`src/rtl/mips_multiciclo.sv`:
```
// mips_multiciclo: multicycle MIPS-subset core sharing one memory port and one ALU across cycles.
// Build option: define JUMP_EN to decode opcode 0x02 as j; otherwise it is treated as illegal.
// state  | meaning
// FETCH  | read IR at PC, PC += 4
// DECODE | read A/B, precompute branch target
// EXEC   | ALU op, branch/jump resolve, fault detect
// MEM    | lw/sw data transfer at ALUOut
// WB     | register-file write, retire
// HALT   | stopped until reset
module mips_multiciclo #(
    parameter logic [31:0] RESET_PC = 32'h0000_0000,
    parameter int          ADDR_W   = 32,
    parameter int          TIMEOUT  = 255
) (
    input  logic              clk,
    input  logic              rst_n,
    output logic              mem_req,
    output logic              mem_we,
    output logic [ADDR_W-1:0] mem_addr,
    output logic [31:0]       mem_wdata,
    input  logic [31:0]       mem_rdata,
    input  logic              mem_ready,
    output logic [31:0]       pc_out,
    output logic              retired,
    output logic              halted,
    output logic              err
);

    typedef enum logic [2:0] {S_FETCH, S_DECODE, S_EXEC, S_MEM, S_WB, S_HALT} state_t;

    localparam logic [5:0] OP_RTYPE = 6'h00;
    localparam logic [5:0] OP_ADDI  = 6'h08;
    localparam logic [5:0] OP_LW    = 6'h23;
    localparam logic [5:0] OP_SW    = 6'h2B;
    localparam logic [5:0] OP_BEQ   = 6'h04;
    localparam logic [5:0] OP_HALT  = 6'h3F;
`ifdef JUMP_EN
    localparam logic [5:0] OP_J     = 6'h02;
`endif
    localparam logic [31:0] TMO = 32'(TIMEOUT);

    state_t      state_q, state_d;
    logic [31:0] pc_q, pc_d, ir_q, ir_d, a_q, a_d, b_q, b_d;
    logic [31:0] alu_q, alu_d, mdr_q, mdr_d, wait_q, wait_d;
    logic        err_q, err_d;
    logic [31:0] regs_q [32];

    logic [5:0]  opcode, funct;
    logic [4:0]  rs, rt, rd;
    logic [31:0] imm_sext, addr_sum, addr_c;
    logic        timeout;
    logic        rf_we;
    logic [4:0]  rf_waddr;
    logic [31:0] rf_wdata;

    assign opcode   = ir_q[31:26];
    assign rs       = ir_q[25:21];
    assign rt       = ir_q[20:16];
    assign rd       = ir_q[15:11];
    assign funct    = ir_q[5:0];
    assign imm_sext = {{16{ir_q[15]}}, ir_q[15:0]};
    assign addr_sum = a_q + imm_sext;

    // Down-counter reloads on every non-waiting cycle; terminal count 1 ends a stalled request.
    assign timeout = (TMO != 32'd0) && mem_req && !mem_ready && (wait_q == 32'd1);

    always_ff @(posedge clk) begin
        if (!rst_n) begin
            state_q <= S_FETCH;
            pc_q    <= RESET_PC;
            ir_q    <= '0;
            a_q     <= '0;
            b_q     <= '0;
            alu_q   <= '0;
            mdr_q   <= '0;
            wait_q  <= TMO;
            err_q   <= 1'b0;
        end else begin
            state_q <= state_d;
            pc_q    <= pc_d;
            ir_q    <= ir_d;
            a_q     <= a_d;
            b_q     <= b_d;
            alu_q   <= alu_d;
            mdr_q   <= mdr_d;
            wait_q  <= wait_d;
            err_q   <= err_d;
        end
    end

    always_ff @(posedge clk) begin
        if (!rst_n) begin
            for (int i = 0; i < 32; i++) regs_q[i] <= '0;
        end else if (rf_we && rf_waddr != 5'd0) begin
            regs_q[rf_waddr] <= rf_wdata;
        end
    end

    always_comb begin
        state_d  = state_q;
        pc_d     = pc_q;
        ir_d     = ir_q;
        a_d      = a_q;
        b_d      = b_q;
        alu_d    = alu_q;
        mdr_d    = mdr_q;
        err_d    = err_q;
        wait_d   = (mem_req && !mem_ready) ? wait_q - 32'd1 : TMO;
        rf_we    = 1'b0;
        rf_waddr = rt;
        rf_wdata = alu_q;
        case (state_q)
            S_FETCH: begin
                if (timeout) begin
                    state_d = S_HALT;
                    err_d   = 1'b1;
                end else if (mem_req && mem_ready) begin
                    ir_d    = mem_rdata;
                    pc_d    = pc_q + 32'd4;
                    state_d = S_DECODE;
                end
            end
            S_DECODE: begin
                a_d     = regs_q[rs];
                b_d     = regs_q[rt];
                alu_d   = pc_q + (imm_sext << 2);
                state_d = S_EXEC;
            end
            S_EXEC: begin
                case (opcode)
                    OP_RTYPE: begin
                        state_d = S_WB;
                        case (funct)
                            6'h20:   alu_d = a_q + b_q;
                            6'h22:   alu_d = a_q - b_q;
                            6'h24:   alu_d = a_q & b_q;
                            6'h25:   alu_d = a_q | b_q;
                            6'h2A:   alu_d = {31'd0, $signed(a_q) < $signed(b_q)};
                            default: begin
                                state_d = S_HALT;
                                err_d   = 1'b1;
                            end
                        endcase
                    end
                    OP_ADDI: begin
                        alu_d   = addr_sum;
                        state_d = S_WB;
                    end
                    OP_LW, OP_SW: begin
                        alu_d = addr_sum;
                        if (addr_sum[1:0] != 2'b00) begin
                            state_d = S_HALT;
                            err_d   = 1'b1;
                        end else begin
                            state_d = S_MEM;
                        end
                    end
                    OP_BEQ: begin
                        if (a_q == b_q) pc_d = alu_q;
                        state_d = S_FETCH;
                    end
`ifdef JUMP_EN
                    OP_J: begin
                        pc_d    = {pc_q[31:28], ir_q[25:0], 2'b00};
                        state_d = S_FETCH;
                    end
`endif
                    OP_HALT: state_d = S_HALT;
                    default: begin
                        state_d = S_HALT;
                        err_d   = 1'b1;
                    end
                endcase
            end
            S_MEM: begin
                if (timeout) begin
                    state_d = S_HALT;
                    err_d   = 1'b1;
                end else if (mem_req && mem_ready) begin
                    if (opcode == OP_LW) begin
                        mdr_d   = mem_rdata;
                        state_d = S_WB;
                    end else begin
                        state_d = S_FETCH;
                    end
                end
            end
            S_WB: begin
                rf_we   = 1'b1;
                state_d = S_FETCH;
                if (opcode == OP_RTYPE) begin
                    rf_waddr = rd;
                end else if (opcode == OP_LW) begin
                    rf_wdata = mdr_q;
                end
            end
            S_HALT:  state_d = S_HALT;
            default: state_d = S_FETCH;
        endcase
    end

    // Outputs are forced quiet while rst_n is low so a reset abandons any open transfer at once.
    always_comb begin
        mem_req   = 1'b0;
        mem_we    = 1'b0;
        addr_c    = '0;
        mem_wdata = '0;
        retired   = 1'b0;
        if (rst_n) begin
            case (state_q)
                S_FETCH: begin
                    mem_req = 1'b1;
                    addr_c  = pc_q;
                end
                S_EXEC: begin
                    retired = (opcode == OP_BEQ) || (opcode == OP_HALT);
`ifdef JUMP_EN
                    if (opcode == OP_J) retired = 1'b1;
`endif
                end
                S_MEM: begin
                    mem_req = 1'b1;
                    addr_c  = alu_q;
                    if (opcode == OP_SW) begin
                        mem_we    = 1'b1;
                        mem_wdata = b_q;
                        retired   = mem_ready;
                    end
                end
                S_WB:    retired = 1'b1;
                default: ;
            endcase
        end
    end

    assign mem_addr = addr_c[ADDR_W-1:0];
    assign pc_out   = pc_q;
    assign halted   = (state_q == S_HALT);
    assign err      = err_q;

endmodule

```
`config.mk`:
```
export PLATFORM = sky130hd
export DESIGN_NAME = mips_multiciclo
export DESIGN_NICKNAME = d
export VERILOG_FILES = /design/src/rtl/mips_multiciclo.sv
export SDC_FILE = /design/constraint.sdc
export NUM_CORES = 2
export LEC_CHECK = 0
export BUFFER_PORTS_ARGS = -buffer_cell sky130_fd_sc_hd__buf_2
export CELL_PAD_IN_SITES_DETAIL_PLACEMENT = 0
export CELL_PAD_IN_SITES_GLOBAL_PLACEMENT = 1
export CORE_MARGIN = 4
export CORE_UTILIZATION = 40
export DETAILED_ROUTE_END_ITERATION = 10
export PLACE_DENSITY = 0.64
export SETUP_SLACK_MARGIN = 0.15
export SYNTH_ARGS = -nofsm -noshare
export SYNTH_HDL_FRONTEND = slang
export SYNTH_SLANG_ARGS = --single-unit
```
`constraint.sdc`:
```
create_clock -name clk -period 4.3 [get_ports clk]
set_input_delay 0.645 -clock clk [delete_from_list [all_inputs] [get_ports clk]]
set_output_delay 0.645 -clock clk [all_outputs]
set_load 0.01 [all_outputs]
```
; ---- After elaboration in Yosys (flattened, before gate mapping)
; Memories as Yosys holds them, arrays and structs flattened. A register that Yosys moved wholly into a read port is not among the register bits.
; Index checks and enable logic that the tools add are counted.
; Widths: inputs -> output; s select.
[op_classes]
addsub = 6
n_mul = 0
div_mod_pow = 0
order_cmp = 1
eq_ne = 29
shifts = 0
muxes = 48
n_bitwise = 3
reduce_logical = 28
[ops]
columns = op, count
row1 = $mux 32, 12
row2 = $pmux 32 s2, 4
row3 = $pmux 32 s5, 1
row4 = $add 32x32->32, 3
row5 = $eq 6x6->1 const B, 8
row6 = $add 32x3->32 const B, 1
row7 = $and 32x32->32, 1
row8 = $eq 32x1->1 const B, 1
row9 = $eq 32x32->1, 1
row10 = $lt 32x32->1, 1
row11 = $or 32x32->32, 1
row12 = $reduce_or 32->1, 1
row13 = $sub 32x1->32 const B, 1
row14 = $sub 32x32->32, 1
row15 = $mux 3, 6
row16 = $mux 1, 17
row17 = $mux 5, 3
row18 = $ne 3x3->1 const B, 5
row19 = $pmux 3 s5, 1
row20 = $pmux 3 s4, 1
row21 = $ne 2x2->1 const B, 5
row22 = $reduce_and 5->1, 2
row23 = $reduce_bool 2->1, 4
row24 = $ne 7x2->1 const B, 1
row25 = 21 further kinds, 33
[word_totals]
ff_bits = 164
latchBits = 0
mem_bits_rw = 1024
romBits = 0
input_bits = 35
out_inout_bits = 101
elab_cells = 123
mem_count = 1
[memory_table]
columns = name, words, width, read_ports, rd_clocked_by_memory_dff, write_ports, line_no
row1 = regs_q, 32, 32, 2, 2, 32, 46  ; logic [31:0] regs_q [32];

; ---- Longest topological paths before layout
[logic_depth]
word_depth = 10
ltp_mapped = 14
ltp_nobuf = 13

; ---- Least setup slack after synthesis
; No wires, ideal clock.
[synth_path]
path_kind = register -> register
start = register state_q[2]
end = memory regs_q[11][0], enable pin
setup_time_ns = 0.389
arrival_time_ns = 2.912
t_required_ns = 3.911
path_slack_ns = 0.998
path_stages_with_launch = 12
n_path_buf = 3
path_cell_list = dfxtp_1 > buf_2 > inv_1 > nor4_1 > nand2_1 > clkbuf_1 > nor2_1 > a31oi_1 > nor2_1 > nand2_1 > clkbuf_1 > nand2_1
[synth_rtl]
columns = item, line_no
row1 = from (decl), 42  ; state_t state_q, state_d;
row2 = from (signal assigned), 79  ; state_q <= state_d;
row3 = to (decl), 46

; ---- Final worst setup path
[layout_path]
start = register a_q[8] (read register of regs_q)
end = register alu_q[0]
[layout_between]
elab_chain_cells = 4
[layout_rtl]
columns = item, line_no
row1 = from (decl), 43  ; logic [31:0] pc_q, pc_d, ir_q, ir_d, a_q, a_d, b_q, b_d;
row2 = $lt 32x32->1, 138  ; 6'h2A: alu_d = {31'd0, $signed(a_q) < $signed(b_q)};
row3 = $pmux 32 s5, 133  ; case (funct)
row4 = $pmux 32 s2, 130  ; case (opcode)
row5 = $pmux 32 s2, 112  ; case (state_q)
row6 = to (signal assigned), 84  ; alu_q <= alu_d;
row7 = to (decl), 44  ; logic [31:0] alu_q, alu_d, mdr_q, mdr_d, wait_q, wait_d;
; Every way passes these cells.
; A chain may end at the register's enable or synchronous reset.

==> out/metrics.cfg <==
[cells_and_area]
synthToLayoutAreaGrowth_pct = 13.8
drive_gt1_frac = 0.236
num-nets-final = 5926
fill_cells = 15500
multi_input_area_um2 = 32600
register_area_um2 = 35300
final_area_um2 = 79200

[place]
place_ws_ps = -9.83
place_area_um2 = 74400
finalWeightedCongestion = 0.903
dp_hpwl_mm = 177
port_buffers = 135

[setup_path]
critical_path_arrival_ps = 4600
rr_endpoint = alu_q[0]
worst-path-max-fanout = 12
setup.worst_path.end_class = register
r2r-start = a_q[8]
critPathLaunchType = register
crit_type = reg -> reg
worstRegToRegCells = 14
crit_required_ps = 4950
r2r_setup_slack_ps = 350

[yosys]
synthAdderAreaFrac = 0.0297
synth.distinct_cells = 91
synth_top_family_by_area = multiplexers
synth_top_area_frac = 0.442
yosysTopAreaCell = edfxtp_1
async_reset_ff_frac = 0
synth_edf_count = 1024
synth_compound_area_frac = 0.0788
synthTopCellsByCount = nor2_1 (1311), edfxtp_1 (1024), mux4_2 (640)
yosys_most_used_dff = edfxtp_1
ys_seq_area_frac = 0.508
synthMuxAreaShare = 0.223
ys_seq_elements = 1252
ys.warnings.count = 0
synth_area_um2 = 69600
synth-simple-area-share = 0.117
syn_avg_cell_area_um2 = 12.3
synth_most_common_cell = nor2_1
synth_area_leaders = edfxtp_1 (44%), mux4_2 (21%), nor2_1 (7.1%)
synth_xor_area_frac = 0.00944
syn_inst = 5672

[worst_hold_path]
min_to = ir_q[17]
hold_start = mem_rdata[17]
hold_depth = 3
worstHoldPathType = in -> reg

[drt]
drc = 0
met1_length_mm = 99.9
drtAntennaViolNets = 0
num_vias = 51400
wl_per_cell_um = 32.9
drt-total-wl_mm = 269
vias_per_cell = 6.30
drtIter0Drc = 6700
drt-pass1-iter-count = 5
dr_wl_met2_mm = 130
top_layer_used = met5
dr_wl_met3_mm = 23.2

[floorplan]
die_y_um = 425
initial_utilization = 0.404
core-area_um2 = 172000
dieArea_um2 = 181000
num_io_pins = 136
row_count = 152
fp.dieW_um = 425

[timing]
hold_viol = 0
worstMarginPinSlew_ps = 1320
setup_viol = 0
fmax_mhz = 253
finalCritPeriodShare = 0.919
slew_headroom = 0.118
drv_slew = 0
fin_ws_ps = 350
fin_skew_ps = 33.7
period_needed_ps = 3950
rsz0062_at_grt = true

[cts]
cts.sinks = 1252
clkSlewWorstSetupHoldPaths_ps = 60
cts_resized = 1
htree_levels = 4
root_buffer = clkbuf_16
cts_buffers = 145
cts_hold_buf = 0
max-clock-path-buffers = 3
clk_latency_ps = 820
cts_setup_buffers = 0
cts_tree = yes

[global_route]
grt_pass1_vias = 50200
grt_antenna_before_repair = 10
grt_pass1_wl_mm = 378
track_usage = 0.294
grt_max_degree = 127
grt-ovfl-total = 0

[run]
cap_viol_max_count = 0

[outcome]
status = finished clean

[power_and_ir_drop]
pwr_density_cell_nw_per_um2 = 403
leakage_nw = 25.9
finalPower_mw = 31.9
ir_worst_vdd_mv = 0.336

==> cell families after synthesis <==
logic type / after synthesis
DFF: 1252
xor gates and xnor gates: 75
and+or+nand+nor: 1974
other: 1
muxes: 750
AOI/OAI and AO/OA: 841
adders and majority gates: 163
buffers and inverters: 616
==> flip-flops by register name, indices dropped and copies added, names as in the netlist <==
signal,flops
a_q,32
alu_q,32
b_q,32
err,1
ir_q,32
mdr_q,32
pc_out,32
regs_q,1024
state_q,3
wait_q,32
==> final cells by class <==
class | count | area share
Clock inverter | 80 | 0.0106
Antenna cell | 6 | 0.000190
Sequential cell | 1252 | 0.446
Tap cell | 2310 | 0.0365
Inverter | 117 | 0.00564
Multi-Input combinational cell | 3835 | 0.412
Clock buffer | 185 | 0.0493
Timing Repair Buffer | 377 | 0.0394
==> power breakdown <==
part | internal (mW) | leakage [nW] | switching (mW)
Clock | 7.28 | 2.29 | 5.28
Combinational | 2.00 | 11.2 | 3.35
Sequential | 13.5 | 12.4 | 0.491
Total | 22.8 | 25.9 | 9.12
==> worst max-delay path, stage by stage, from the launching register on <==
cell and delay (ps):
dfxtp_1 430, inv_1 80, ha_1 460, nor4_2 530
o21ai_0 180, o21ai_1 250, o31ai_1 140, buf_4 190
o21ai_1 250, a21oi_1 100, o21ai_0 520, a21oi_1 200
buf_4 210, o211ai_1 150, a21oi_1 80
==> cells in the final DEF, fill, tap and decap left out, types with 20 or more instances in the layout <==
cell type	count
dfxtp_1	217
xor2_1	36
o211ai_1	39
o21bai_1	22
mux4_2	640
clkbuf_1	32
buf_4	193
and3_1	21
a31oi_1	34
nand2b_1	28
conb_1	32
mux2i_1	73
nand2_2	62
clkinv_1	28
and2_1	48
buf_2	134
a211oi_1	95
nor2b_1	26
a22oi_1	38
nor2_1	1307
a21o_1	32
ha_1	159
nand2_1	298
nor3_1	40
nand3_1	45
edfxtp_1	1024
clkbuf_16	149
o21ai_0	134
xnor2_1	39
o22ai_1	22
a21oi_1	264
inv_1	115
mux2i_4	32
clkinv_2	20
buf_12	50
==> stage by stage <==
stage / setup TNS [ps] / util / instances / hold WS, ps
finish: 0 / 0.460 / 8162 / 95.7
global route: 0 / 0.460 / 8158 / 73.5
CTS: 0 / 0.459 / 8156 / 49.2
detailed placement: -9.83 / 0.432 / 7891 / 445
global placement: 0 / 0.432 / 7891 / 443
floorplan: 0 / - / 5703 / 411
==> layer usage <==
| layer | vias up | global-route usage |
|---|---|---|
| met1 | 26400 | 0.373 |
| met3 | 620 | 0.0523 |
| li1 | 21500 | - |
| met2 | 2872 | 0.489 |
| met5 | - | 0 |
| met4 | 4 | 0.143 |
==> how the worst max path moves through the flow <==
stage / from / endpoint / slack [ps] / depth (start not counted)
final: a_q[8] / alu_q[0] / 350 / 14
after global routing: b_q[8] / alu_q[0] / 120 / 14
after CTS: b_q[8] / alu_q[0] / 210 / 14
after detailed placement: b_q[8] / alu_q[24] / -10 / 13
after global placement: b_q[8] / alu_q[24] / 30 / 13
after floorplan: state_q[2] / regs_q[11][0] / 1000 / 11
Note: power is estimated with default switching activity, not from simulation.
